===== src/rtl/serial_buf_pkg.sv =====
// serial_buf_pkg: shared types, constants and helpers for the serial read buffers
// Contents:
//   state_t     - read FSM state (IDLE, READ, DONE)
//   LEGAL_LANES - bit n is set when n lanes are supported (1, 2, 4)
//   cnt_width   - width needed to hold a bit count of 0..n
package serial_buf_pkg;
    typedef enum logic [1:0] {IDLE, READ, DONE} state_t;
    localparam logic [4:0] LEGAL_LANES = 5'b10110;
    function automatic int cnt_width(input int n);
        return $clog2(n + 1);
    endfunction
endpackage


===== src/rtl/multilane_serial_read_buffer.sv =====
// multilane_serial_read_buffer: deserialises 1/2/4 lanes into a right-aligned word, MSB- or LSB-first
// Ports:
//   sys_clk, rst_n        - clock, asynchronous active-low reset
//   start, abort          - begin / cancel a read (single-cycle)
//   read_sig, data_in     - capture strobe and LANES bits of lane data
//   lsb_first, read_count - bit order and bit count, latched on an accepted start
//   data_out              - received word, bits above read_count are 0
//   busy, done_sig, err   - read in progress / read complete pulse / illegal count pulse
module multilane_serial_read_buffer
    import serial_buf_pkg::*;
#(
    parameter int BUF_SIZE = 8,
    parameter int LANES    = 1,
    parameter int CNT_W    = cnt_width(BUF_SIZE)
) (
    input  logic                sys_clk,
    input  logic                rst_n,
    input  logic                start,
    input  logic                abort,
    input  logic                read_sig,
    input  logic [LANES-1:0]    data_in,
    input  logic                lsb_first,
    input  logic [CNT_W-1:0]    read_count,
    output logic [BUF_SIZE-1:0] data_out,
    output logic                busy,
    output logic                done_sig,
    output logic                err
);
    localparam bit PARAMS_OK = (LANES >= 1) && (LANES <= 4) && (BUF_SIZE % LANES == 0)
                               && LEGAL_LANES[(LANES >= 1 && LANES <= 4) ? LANES : 0];

    if (!PARAMS_OK) begin : g_bad_params
        $error("multilane_serial_read_buffer: LANES must be 1, 2 or 4 and divide BUF_SIZE");
    end

    state_t              state_q, state_d;
    logic [BUF_SIZE-1:0] shreg_q, shreg_d;
    logic [CNT_W-1:0]    cnt_q, cnt_d;
    logic [CNT_W-1:0]    rc_q, rc_d;
    logic                lsb_q, lsb_d;
    logic                err_q, err_d;
    logic                idle_start;
    logic                bad_count;
    logic                last_strobe;

    always_ff @(posedge sys_clk or negedge rst_n) begin
        if (!rst_n) begin
            state_q <= IDLE;
            shreg_q <= '0;
            cnt_q   <= '0;
            rc_q    <= '0;
            lsb_q   <= 1'b0;
            err_q   <= 1'b0;
        end else begin
            state_q <= state_d;
            shreg_q <= shreg_d;
            cnt_q   <= cnt_d;
            rc_q    <= rc_d;
            lsb_q   <= lsb_d;
            err_q   <= err_d;
        end
    end

    // DONE behaves like IDLE for a new start, so a read can follow immediately
    always_comb begin
        idle_start  = start && (state_q != READ);
        bad_count   = (read_count > CNT_W'(BUF_SIZE)) || ((read_count & CNT_W'(LANES - 1)) != '0);
        last_strobe = read_sig && ((cnt_q + CNT_W'(LANES)) == rc_q);
        state_d     = IDLE;
        case (state_q)
            READ:    state_d = abort ? IDLE : (last_strobe ? DONE : READ);
            default: state_d = !idle_start ? IDLE :
                               (read_count == '0) ? DONE : (bad_count ? IDLE : READ);
        endcase
    end

    // cnt_q doubles as the LSB-first write index: both advance by LANES per strobe
    always_comb begin
        shreg_d = shreg_q;
        cnt_d   = cnt_q;
        rc_d    = rc_q;
        lsb_d   = lsb_q;
        err_d   = 1'b0;
        if (idle_start) begin
            if (bad_count) begin
                err_d = 1'b1;
            end else begin
                shreg_d = '0;
                cnt_d   = '0;
                rc_d    = read_count;
                lsb_d   = lsb_first;
            end
        end else if (state_q == READ && abort) begin
            shreg_d = '0;
        end else if (state_q == READ && read_sig) begin
            if (lsb_q) shreg_d[cnt_q +: LANES] = data_in;
            else shreg_d = (shreg_q << LANES) | BUF_SIZE'(data_in);
            cnt_d = cnt_q + CNT_W'(LANES);
        end
    end

    always_comb begin
        data_out = shreg_q;
        busy     = (state_q == READ);
        done_sig = (state_q == DONE);
        err      = err_q;
    end
endmodule


===== config.mk =====
export PLATFORM = sky130hd
export DESIGN_NAME = multilane_serial_read_buffer
export DESIGN_NICKNAME = d
export VERILOG_FILES = /design/src/rtl/serial_buf_pkg.sv /design/src/rtl/multilane_serial_read_buffer.sv
export SDC_FILE = /design/constraint.sdc
export NUM_CORES = 1
export LEC_CHECK = 0
export ABC_AREA = 1
export BUFFER_PORTS_ARGS = -buffer_cell sky130_fd_sc_hd__buf_2
export CORE_MARGIN = 5
export CORE_UTILIZATION = 48
export DETAILED_ROUTE_END_ITERATION = 8
export GPL_TIMING_DRIVEN = 0
export PLACE_DENSITY = 0.69
export SYNTH_ARGS = -nofsm -noshare
export SYNTH_HDL_FRONTEND = slang
export SYNTH_SLANG_ARGS = --single-unit

===== constraint.sdc =====
create_clock -name sys_clk -period 4.31 [get_ports sys_clk]
set_input_delay 0.862 -clock sys_clk [delete_from_list [all_inputs] [get_ports sys_clk]]
set_output_delay 0.862 -clock sys_clk [all_outputs]
set_load 0.02 [all_outputs]

==> impl_results.md <==
- Final Hold Viols: 0
- First-pass GRT wire length: 5520 µm
- Power Density: 657 nW/µm²
- YS warnings: 0
- Critical path type: flop to flop
- Critical path required time: between 4000 and 5000 ps
- Finished Layout Cells: between 200 and 250
- Clock root buffer: clkbuf_4
- Syn_area_per_cell: 7.66 µm²
- Peak supply drop: ~0.26 mV
- Hold_ws: a little under 500 ps
- Post-Synthesis Cells: approximately 190
- WP data arrival: around 2200 ps
- Vias in the first global route: 1,232
- Cell Rows: 19
- Design area: about 1600 µm²
- EDFF count, synth: 0
- Number of fill cells: slightly below 300
- Antenna violations before repair: 0
- # resized after CTS: 0
- Vias per std cell: 5.22
- Synth top cells by count: nand2_1 (53), dfrtp_1 (20), nand3_1 (17)
- Deepest clock path buffer count: 2
- CP Max Fanout: 8
- Core area: 2810 µm²
- Yosys reg bits: 20
- Via count: 1,253
- Reg2reg path depth: 9
- Detailed Route Iter0 Violations: 52
- Worst Max-Slew Pin Slew: 454 ps
- DRC: 0
- Synth-to-Final Area Change: 11.7%
- Layout cells sized above 1: between 30% and 40%
- Top cell type's share of synthesized area: about a third
- Yosys cell types: 29
- Total grt overflow: 0
- Post-DP HPWL: around 2400 µm
- Main synth FF type: dfrtp_1
- Top cells by area, synth: dfrtp_1 (35%), nand2_1 (14%), nand3_1 (6.0%), nand2_4 (4.8%), inv_1 (4.2%)
- Largest area contributor in the netlist: dfrtp_1
- Initial Util: about half
- Placed insts: about 240
- Cell Area, Synth: 1420 µm²
- HP Class: input pin to asynchronous set/reset pin
- Slew Limit Headroom: 69.7%
- Die area: 4140 µm²
- Area after DPL: between 1500 and 2000 µm²
- Count leader, synth: nand2_1
- Later-pin clock latency in the skew report: 300 ps
- Lkg Pwr: approximately 0.85 nW
- Final Cycle Share: between 40% and 50%
- Max Freq: 498 MHz
- RSZ-0062 raised after global routing: false
- Status: finished, final reports clean
- Total track usage: between 10% and 20%
- CTS clk-pin slew, worst paths: between 100 and 150 ps
- Final Setup Violations: 0
- Setup Skew: between 4 and 5 ps
- Fin nets: ~220
- Die width: 64.3 µm
- Post-Route WL: about 3100 µm
- Die Y-Extent: approximately 64 µm
- Post-CTS Hold Fix Bufs: 0
- Max_cap viols: 0
- Setup Buffers After CTS: 0
- Num CTS Buffers: 3
- Critical path capture point type: flop
- Final Critical Period: between 2000 and 2500 ps
- Sequential element share of the synthesized area: about a third
- Final max-slew violation count: 0
- GP Congestion: 0.976
- Pre-antenna DRT Iters: 5
- Antenna Nets Post-Route: 0
- Critical path startpoint category: flop
- Reg2reg setup slack: between 2000 and 2500 ps
- Clk sinks: 20
- CTS tree: yes
- Largest net degree at the start of global routing: 21
- I/O pin cnt: 22
- Number of port buffers: 21
- Final setup TNS: 0 ps
- H-tree depth: 1
- Routed len/inst: between 10 and 15 µm
- Async set-reset flop share out of synthesis: 100%
- Syn Nets: 198
- FF-to-FF End: state_q[0]
- Antenna cells: 0
- FF-to-FF Start: cnt_q[0]
-- metrics by stage --
stage	util [%]	setup slack [ps]	total power, mW
floorplan	-	2600	0.818
global placement	55.7	2400	0.929
detailed placement	55.7	2320	0.950
CTS	56.5	2300	1.04
global route	56.5	2120	1.13
finish	56.5	2300	1.04
-- critical path, cell delays in order, from the launching register on --
cell	delay [ps]
dfrtp_1	520
inv_2	130
ha_1	450
inv_1	190
a22oi_1	170
o211ai_1	110
nor2_1	140
nand2_1	70
nand2_1	70
o21ai_2	50
-- per-layer routing --
layer	GRT usage, %	vias to the layer above	wire length, µm
li1	-	646	-
met1	23.0	577	1480
met2	26.0	28	1420
met3	2.63	2	177
met4	4.22	0	20
met5	0	-	0
-- logic make-up after synthesis --
group                    after synthesis  synth area share (%)
multiplexers                           3                  2.38
flip-flops                            20                  35.3
AND/OR/NAND/NOR                      114                  42.7
XOR/XNOR                               4                  2.47
AO/OA/AOI/OAI                         19                  8.56
buffers and inverters                 23                  6.80
adder cells (fa/ha/maj)                2                  1.76
-- cell usage in the layout (no fill, tap or decap), types with 4 or more instances in the layout --
cell,count
nand2_4,6
o21ai_0,5
inv_1,16
nand3_2,4
buf_2,21
nand2_1,53
nand2_2,9
nor2_1,13
nand3_1,17
nand4_1,5
dfrtp_1,20
inv_2,5
a21oi_1,4
nor2_4,4
-- where the power goes --
part           total, mW  switching, mW  internal (mW)
Combinational      0.647          0.430          0.217
Clock             0.0922         0.0597         0.0325
Sequential         0.301         0.0625          0.239
Total               1.04          0.553          0.488
-- worst max-delay path by stage --
stage | startpoint | end | slack, ps | cells past startpoint
finish | cnt_q[0] | state_q[0] | 2300 | 9
global route | cnt_q[0] | state_q[0] | 2120 | 9
CTS | cnt_q[0] | state_q[0] | 2300 | 9
detailed placement | cnt_q[0] | state_q[0] | 2320 | 9
global placement | cnt_q[0] | state_q[0] | 2400 | 9
floorplan | cnt_q[0] | state_q[0] | 2600 | 9
-- layout make-up --
cell class                      count  area (µm²)  share of cell area [%]
Sequential cell                    20         500                    31.6
Multi-Input combinational cell    142         821                    51.8
Clock buffer                        3        22.5                    1.42
Timing Repair Buffer               21         105                    6.64
Buffer                              1        11.3                   0.711
Tap cell                           31        38.8                    2.45
Inverter                           22        85.1                    5.37
-- sequential cells by signal, summed over array words and instances (netlist names) --
name      flops
data_out      8
cnt_q         4
rc_q          4
state_q       2
err           1
lsb_q         1
Note: power is estimated with default switching activity, not from simulation.
